<file path="src/rtl/move_sequencer.sv">
// Player-square movement sequencer: samples direction keys once per TICK_DIV frames,
// lets the collision flags settle, then commits one clamped step. Option: DIAGONAL_MOVE_EN.
module move_sequencer #(
  parameter int unsigned SIZE     = 20,
  parameter int unsigned STEP     = 2,
  parameter int unsigned X_INIT   = 20,
  parameter int unsigned Y_INIT   = 20,
  parameter int unsigned H_RES    = 640,
  parameter int unsigned V_RES    = 480,
  parameter int unsigned TICK_DIV = 1,
  parameter int unsigned SETTLE   = 2
) (
  input  logic       VGA_clk,
  input  logic       rst_n,
  input  logic       frame_tick,
  input  logic       key_up,
  input  logic       key_down,
  input  logic       key_left,
  input  logic       key_right,
  input  logic       colisao_min_y,
  input  logic       colisao_max_y,
  input  logic       colisao_min_x,
  input  logic       colisao_max_x,
  output logic [6:0] tamanho,
  output logic [9:0] xPos,
  output logic [8:0] yPos,
  output logic       moving,
  output logic       blocked
);

  localparam int unsigned AW = 11;
  localparam int unsigned CW = 8;
  localparam logic [AW-1:0] X_MAX  = AW'(H_RES - SIZE);
  localparam logic [AW-1:0] Y_MAX  = AW'(V_RES - SIZE);
  localparam logic [AW-1:0] STEP_W = AW'(STEP);

  typedef enum logic [1:0] {
    ST_IDLE,
    ST_SETTLE,
    ST_MOVE
  } state_t;

  state_t        state;
  logic [CW-1:0] frame_cnt;
  logic [CW-1:0] settle_cnt;
  logic [3:0]    keys_q;  // {up, down, left, right}

  logic          y_up_c, y_dn_c, x_lt_c, x_rt_c;
  logic          x_hold_c;
  logic          x_blk_c, y_blk_c;
  logic [AW-1:0] x_ext_c, y_ext_c;
  logic [AW-1:0] x_inc_c, x_dec_c, y_inc_c, y_dec_c;
  logic [9:0]    x_nxt_c;
  logic [8:0]    y_nxt_c;

  assign tamanho = 7'(SIZE);

  // Resolve latched keys into at most one request per axis
  always_comb begin
    y_up_c = keys_q[3] & ~keys_q[2];
    y_dn_c = keys_q[2] & ~keys_q[3];
`ifdef DIAGONAL_MOVE_EN
    x_hold_c = 1'b0;
`else
    x_hold_c = y_up_c | y_dn_c;
`endif
    x_lt_c = keys_q[1] & ~keys_q[0] & ~x_hold_c;
    x_rt_c = keys_q[0] & ~keys_q[1] & ~x_hold_c;
  end

  // Candidate positions with saturation at 0 and at the far edge
  always_comb begin
    x_ext_c = AW'(xPos);
    y_ext_c = AW'(yPos);
    x_inc_c = ((x_ext_c + STEP_W) > X_MAX) ? X_MAX : (x_ext_c + STEP_W);
    y_inc_c = ((y_ext_c + STEP_W) > Y_MAX) ? Y_MAX : (y_ext_c + STEP_W);
    x_dec_c = (x_ext_c < STEP_W) ? '0 : (x_ext_c - STEP_W);
    y_dec_c = (y_ext_c < STEP_W) ? '0 : (y_ext_c - STEP_W);

    x_blk_c = (x_lt_c & colisao_min_x) | (x_rt_c & colisao_max_x);
    y_blk_c = (y_up_c & colisao_min_y) | (y_dn_c & colisao_max_y);

    x_nxt_c = xPos;
    if (!x_blk_c && x_lt_c)      x_nxt_c = 10'(x_dec_c);
    else if (!x_blk_c && x_rt_c) x_nxt_c = 10'(x_inc_c);

    y_nxt_c = yPos;
    if (!y_blk_c && y_up_c)      y_nxt_c = 9'(y_dec_c);
    else if (!y_blk_c && y_dn_c) y_nxt_c = 9'(y_inc_c);
  end

  // Sequencer: frame divider, settle wait, single-cycle commit
  always_ff @(posedge VGA_clk or negedge rst_n) begin
    if (!rst_n) begin
      state      <= ST_IDLE;
      frame_cnt  <= '0;
      settle_cnt <= '0;
      keys_q     <= '0;
      xPos       <= 10'(X_INIT);
      yPos       <= 9'(Y_INIT);
      moving     <= 1'b0;
      blocked    <= 1'b0;
    end else begin
      blocked <= 1'b0;
      unique case (state)
        ST_IDLE: begin
          if (frame_tick) begin
            if (frame_cnt == CW'(TICK_DIV - 1)) begin
              frame_cnt  <= '0;
              keys_q     <= {key_up, key_down, key_left, key_right};
              settle_cnt <= '0;
              moving     <= 1'b1;
              state      <= ST_SETTLE;
            end else begin
              frame_cnt <= frame_cnt + CW'(1);
            end
          end
        end
        ST_SETTLE: begin
          settle_cnt <= settle_cnt + CW'(1);
          if (settle_cnt == CW'(SETTLE - 1)) state <= ST_MOVE;
        end
        ST_MOVE: begin
          xPos    <= x_nxt_c;
          yPos    <= y_nxt_c;
          blocked <= x_blk_c | y_blk_c;
          moving  <= 1'b0;
          state   <= ST_IDLE;
        end
        default: begin
          moving <= 1'b0;
          state  <= ST_IDLE;
        end
      endcase
    end
  end

endmodule

</file>
<file path="config.mk">
export PLATFORM = sky130hd
export DESIGN_NAME = move_sequencer
export DESIGN_NICKNAME = d
export VERILOG_FILES = /design/src/rtl/move_sequencer.sv
export SDC_FILE = /design/constraint.sdc
export NUM_CORES = 1
export LEC_CHECK = 0
export CELL_PAD_IN_SITES_DETAIL_PLACEMENT = 2
export CELL_PAD_IN_SITES_GLOBAL_PLACEMENT = 2
export CORE_MARGIN = 5
export CORE_UTILIZATION = 30
export CTS_CLUSTER_DIAMETER = 150
export DETAILED_ROUTE_END_ITERATION = 16
export HOLD_SLACK_MARGIN = 0.1
export PLACE_DENSITY = 0.74
export SKIP_LAST_GASP = 1
export SYNTH_ARGS = -nofsm -noshare
export SYNTH_HDL_FRONTEND = slang
export SYNTH_SLANG_ARGS = --single-unit
</file>
<file path="constraint.sdc">
create_clock -name VGA_clk -period 2.4 [get_ports VGA_clk]
set_clock_uncertainty 0.2 [all_clocks]
set_input_delay 0.6 -clock VGA_clk [delete_from_list [all_inputs] [get_ports VGA_clk]]
set_output_delay 0.6 -clock VGA_clk [all_outputs]
set_load 0.005 [all_outputs]
</file>
==> flow_metrics.env, run 1 <==
export IMPL_worst_slack_ps=-197
export IMPL_cts_num_sinks=41
export IMPL_placedCellCount=564
export IMPL_core_area_um2=9770
export IMPL_end_kind="flip-flop"
export IMPL_status="complete, but fails checks"
export IMPL_drv_cap=0
export IMPL_period_share_pct=108
export IMPL_synth_simple_area_share_pct=27.9
export IMPL_critical_path_class="flip-flop to flip-flop"
export IMPL_area_delta_synth_final_pct=46.5
export IMPL_synthAdderAreaFrac_pct=4.17
export IMPL_drc=0
export IMPL_hp_class="flip-flop to flip-flop"
export IMPL_synth_compound_area_share_pct=21.6
export IMPL_yosys_mux_area_fraction_pct=0.333
export IMPL_place_hpwl_mm=7.82
export IMPL_design_area_um2=4400
export IMPL_worstSetupStartpoint="yPos[1]"
export IMPL_dieArea_um2=12100
export IMPL_finish_net_count=478
export IMPL_start_util_pct=30.7
export IMPL_place_gp_congestion=0.800
export IMPL_stdcell_count=591
export IMPL_async_reset_ff_share_pct=100
export IMPL_hold_violations=0
export IMPL_r2r_cells=8
export IMPL_placed_cell_area_um2=3870
export IMPL_synth_edf_count=0
export IMPL_setup_violations=12
export IMPL_first_pass_iters=4
export IMPL_critPathRequiredTime_ps=2390
export IMPL_drive_gt1_share_pct=35.6
export IMPL_grt_pass1_vias=3441
export IMPL_htreeDepth=2
export IMPL_ctsRootBufferMaster="clkbuf_8"
export IMPL_reg2reg_from="yPos[1]"
export IMPL_diodes=0
export IMPL_r2r_setup_slack_ps=-200
export IMPL_grt_antenna_before_repair=0
export IMPL_crit_end="yPos[8]"
export IMPL_grt_first_pass_wirelength_mm=18.1
export IMPL_ys_seq_elements=41
export IMPL_dominantRegCellSynth="dfrtp_1"
export IMPL_reg2reg_to="yPos[8]"
export IMPL_postRouteAntennaNets=0
export IMPL_chipWidth_um=110
export IMPL_final_core_util_pct=45.0
export IMPL_critPathMaxFanout=3
export IMPL_num_io_pins=39
export IMPL_period_needed_ps=2600
export IMPL_cts_made_buffers=5
export IMPL_gr_total_overflow=0
export IMPL_routed_wl_mm=12.0
export IMPL_rows=36
export IMPL_n_fill_cell=1090
export IMPL_drtIter0Drc=68
export IMPL_slowest_stage="or4b_4"
export IMPL_vdd_ir_drop_worst_v=0.000241
export IMPL_die_h_um=110
export IMPL_synth_xor_area_share_pct=4.09
export IMPL_synth_top_family_by_area="simple AND/OR/NAND/NOR gates"
export IMPL_p_leak_nw=1.85
export IMPL_violations="setup timing"
export IMPL_finalMaxSlewViolations=0
export IMPL_syn_cell_area_um2=3000
export IMPL_drt_wirelength_per_cell_um=20.3
export IMPL_cts_tree="built"
export IMPL_port_buffers=29
export IMPL_syn_inst=354
export IMPL_rsz0062_at_grt="yes"
export IMPL_clk_pin_slew_ps=100
export IMPL_synth_warnings=0
export IMPL_crit_chain="inv_2 > ha_4 > or4b_4 > nor4_4 > nor2_2 > a221o_1 > a22oi_1 > o21ai_1"
export IMPL_vias=3167
export IMPL_grt_usage_pct=19.2
export IMPL_insertion_delay_ps=310
export IMPL_fmax_mhz=385
export IMPL_synth_yosys_seq_area_share_pct=34.3
export IMPL_clk_path_buf_depth=2
export IMPL_power_density_nw_per_um2=312
export IMPL_start_kind="flip-flop"
export IMPL_grt_start_max_net_pins=23
export IMPL_final_cell_mix="buf_4, nand2_1, dfrtp_1, nor2_1, clkdlybuf4s50_1"
export IMPL_syn_avg_cell_area_um2=8.48
export IMPL_dp_slack_ps=-228
export IMPL_fin_setup_tns_ps=-1400
export IMPL_arrival_ps=2580
export IMPL_max_stage_delay_ps=480
export IMPL_final_common_cell="buf_4"
export IMPL_yosysUniqueCellTypes=74
export IMPL_vias_per_cell=5.36
-- per-stage QoR --
stage | total power [mW] | hold WS (ps)
after floorplan | 0.725 | 104
after global routing | 1.42 | 311
after detailed placement | 0.756 | 267
after CTS | 1.37 | 290
final | 1.37 | 289
after global placement | 0.754 | 259
-- worst min-delay path by stage --
| stage | from | end | slack [ps] | cells after the start |
|---|---|---|---|---|
| 3_5_place_dp | frame_cnt[7] | frame_cnt[7] | 270 | 1 |
| 2_1_floorplan | rst_n | blocked | 100 | 0 |
| 3_3_place_gp | frame_cnt[7] | frame_cnt[7] | 260 | 1 |
| 4_1_cts | frame_cnt[7] | frame_cnt[7] | 290 | 1 |
| 5_1_grt | frame_cnt[7] | frame_cnt[7] | 310 | 1 |
| 6_report | frame_cnt[7] | frame_cnt[7] | 290 | 1 |
-- cells in the mapped netlist, types with 9 or more instances --
cell,number,share of area [%]
dfrtp_1,37,31
nand2_1,35,4.4
nor2_1,31,3.9
o21ai_0,28,4.7
a21oi_1,20,3.3
inv_1,14,1.8
clkbuf_1,11,1.4
nand3_1,11,1.8
nor3_1,11,1.8
buf_4,10,2.5
ha_1,10,4.2
and3_1,9,1.9
xor2_1,9,2.6
-- critical path: cells and delay by family (launching register included) --
kind / cells / cell delay, ps
and+or+nand+nor: 3 / 910
AOI/OAI and AO/OA: 3 / 670
DFF: 1 / 440
adders and majority gates: 1 / 140
buffers and inverters: 1 / 100
-- registers in the layout, indices dropped and copies added, names as in the netlist --
register and flops:
xPos 9, settle_cnt 8, keys_q 4, blocked 1, moving 1, state 2, frame_cnt 8, yPos 8
-- power breakdown --
group	internal [mW]	leakage (nW)	total (mW)	switching [mW]
clock	0.340	0.0585	0.623	0.283
combinational	0.0233	1.29	0.0526	0.0293
sequential	0.692	0.499	0.694	0.00154
-- cell families after synthesis --
kind of cell               count (synthesis)
AOI/OAI and AO/OA                         95
adders and majority gates                 10
xor gates and xnor gates                  14
muxes                                      1
and+or+nand+nor                          148
other                                      2
buffers and inverters                     43
DFF                                       41
-- layer usage --
metal | vias to the layer above | GRT usage, % | wire, um
met1 | 1603 | 23.7 | 5050
met3 | 23 | 2.27 | 380
met2 | 67 | 35.0 | 6280
li1 | 1474 | - | -
met4 | 0 | 5.43 | 260
met5 | - | 0 | 0
-- what timing repair did --
item,in CTS,in global routing
hold buffers,1,0
gates resized for setup,27,38
endpoints found under the hold margin,37,0
pin swaps,15,20
setup buffers,8,12
endpoints found under the setup margin,21,23
-- layout make-up --
cell class / instances / area, um2 / area share [%]
inverter: 14 / 52.6 / 1.20
tap: 133 / 166 / 3.78
multi-input combinational: 277 / 2030 / 46.2
clock buffer: 7 / 86.3 / 1.96
timing repair buffer: 118 / 998 / 22.7
clock inverter: 1 / 30.0 / 0.683
sequential: 41 / 1030 / 23.5
No activity file was read; power rests on OpenSTA's default activity.
==> run 2: changes to the inputs <==
--- a/config.mk
+++ b/config.mk
@@ -5,6 +5,7 @@
 export SDC_FILE = /design/constraint.sdc
 export NUM_CORES = 1
 export LEC_CHECK = 0
+export CAP_MARGIN = 20
 export CELL_PAD_IN_SITES_DETAIL_PLACEMENT = 2
 export CELL_PAD_IN_SITES_GLOBAL_PLACEMENT = 2
 export CORE_MARGIN = 5
@@ -13,7 +14,6 @@
 export DETAILED_ROUTE_END_ITERATION = 16
 export HOLD_SLACK_MARGIN = 0.1
 export PLACE_DENSITY = 0.74
-export SKIP_LAST_GASP = 1
 export SYNTH_ARGS = -nofsm -noshare
 export SYNTH_HDL_FRONTEND = slang
 export SYNTH_SLANG_ARGS = --single-unit
==> run 2 against run 1 <==
  * The run still ends with setup timing left
  * Highest routed layer unchanged
  * Count of clock-buffer cells in the layout did not move
  * Critical path type unchanged
  * Non-clock buffer count fell by 4
  * Sequential power hardly changed
  * Largest cell class unchanged
  * Largest power group unchanged
  * Critical path depth did not move
==> flow_metrics.env, run 2 (synthesis gave the netlist of run 1 again) <==
export IMPL_status="complete, but fails checks"
export IMPL_violations="setup timing"
export IMPL_core_area_um2=9770
export IMPL_hold_worst_slack_ps=293
export IMPL_critPathRequiredTime_ps=2390
export IMPL_final_cell_mix="buf_4, dfrtp_1, nand2_1, nor2_1, clkdlybuf4s50_1"
export IMPL_finalMaxSlewViolations=0
export IMPL_grt_antenna_before_repair=0
export IMPL_period_needed_ps=2590
export IMPL_drtIter0Drc=67
export IMPL_hold_violations=0
export IMPL_max_flop_register="xPos"
export IMPL_ctsRootBufferMaster="clkbuf_8"
export IMPL_dp_slack_ps=-228
export IMPL_num_io_pins=39
export IMPL_rows=36
export IMPL_start_kind="flip-flop"
export IMPL_dieArea_um2=12100
export IMPL_drive_gt1_share_pct=35.9
export IMPL_grt_pass1_vias=3506
export IMPL_power_mw=1.38
export IMPL_grt_usage_pct=20.1
export IMPL_slowest_stage="dfstp_2"
export IMPL_crit_chain="buf_4 > or3_4 > or3_4 > nor3_4 > a21o_4 > a21oi_2 > o31ai_4 > o311ai_1"
export IMPL_final_common_cell="buf_4"
export IMPL_power_density_nw_per_um2=314
export IMPL_vdd_ir_drop_worst_v=0.000251
export IMPL_critical_path_class="flip-flop to flip-flop"
export IMPL_cp_top_family="simple AND/OR/NAND/NOR gates"
export IMPL_cts_made_buffers=5
export IMPL_htreeDepth=2
export IMPL_gr_total_overflow=0
export IMPL_first_pass_iters=4
export IMPL_vias_per_cell=5.42
export IMPL_clk_pin_slew_ps=110
export IMPL_largest_register_ffs=9
export IMPL_period_share_pct=108
export IMPL_grt_first_pass_wirelength_mm=18.7
export IMPL_insertion_delay_ps=320
export IMPL_arrival_ps=2580
export IMPL_hp_class="flip-flop to flip-flop"
export IMPL_cts_tree="built"
export IMPL_fmax_mhz=387
export IMPL_cts_num_sinks=41
export IMPL_diodes=0
export IMPL_place_gp_congestion=0.800
export IMPL_critPathMaxFanout=6
export IMPL_vias=3183
export IMPL_placed_cell_area_um2=3870
export IMPL_max_stage_delay_ps=410
export IMPL_crit_top_cell="or3_4"
export IMPL_chipWidth_um=110
export IMPL_critPathBufInv=1
export IMPL_port_buffers=29
export IMPL_design_area_um2=4390
export IMPL_worst_slack_ps=-186
export IMPL_die_h_um=110
export IMPL_setup_violations=13
export IMPL_drt_wirelength_per_cell_um=21.6
export IMPL_drc=0
export IMPL_finish_net_count=474
export IMPL_place_hpwl_mm=7.82
export IMPL_clk_path_buf_depth=2
export IMPL_grt_start_max_net_pins=23
export IMPL_start_util_pct=30.7
export IMPL_area_delta_synth_final_pct=46.4
export IMPL_postRouteAntennaNets=0
export IMPL_end_kind="flip-flop"
export IMPL_routed_wl_mm=12.7
export IMPL_p_leak_nw=1.83
export IMPL_drv_cap=0
export IMPL_rsz0062_at_grt="yes"
==> run 2: cell types whose count changed in the layout (fill, tap and decap cells not counted), sizes merged <==
cell | previous run | this run
buf | 89 | 85
==> run 2: worst paths after layout <==
kind	from	endpoint	depth (start not counted)	slack (ps)
setup / recovery	xPos[2]	xPos[5]	8	-190
hold / removal	frame_cnt[7]	frame_cnt[7]	1	290
setup reg to reg	xPos[2]	xPos[5]	8	-190
hold reg to reg	frame_cnt[7]	frame_cnt[7]	1	290
max in group asynchronous	rst_n	xPos[4]	3	1120
min in group asynchronous	rst_n	yPos[8]	3	570
==> run 2: per-layer routing <==
layer  vias to the layer above  wire, um  global-route usage, %
met3                        25       476                   2.97
met5                         -         0                      0
met2                        88      6560                   36.7
met4                         0       330                   6.68
met1                      1608      5320                   24.0
li1                       1462         -                      -
==> run 2: where the power goes <==
part,switching [mW],total (mW),internal (mW)
clock network,0.291,0.632,0.340
logic,0.0292,0.0525,0.0233
registers,0.00154,0.694,0.692
==> run 2: area by class of cell <==
class / count / area, um2
clock buffer: 7 / 86.3
clock inverter: 1 / 30.0
fill: 1090 / 5380
inverter: 14 / 52.6
multi-input combinational: 277 / 2060
sequential: 41 / 1030
tap: 133 / 166
timing repair buffer: 114 / 963
==> run 2: timing repair <==
action                     CTS  global route
setup endpoints to repair   21            25
hold endpoints to repair    37             0
pin swaps                   15            16
hold buffers                 1             0
cloned                       0             0
setup buffers                8             6
gates resized for setup     29            45
==> run 2: per-stage QoR <==
step / setup TNS, ps / cells / utilization, %
floorplan: -16.4 / 361 / -
global placement: -788 / 564 / 39.6
detailed placement: -2140 / 564 / 39.6
CTS: -470 / 581 / 42.5
global route: -2440 / 587 / 45.0
finish: -1170 / 587 / 45.0
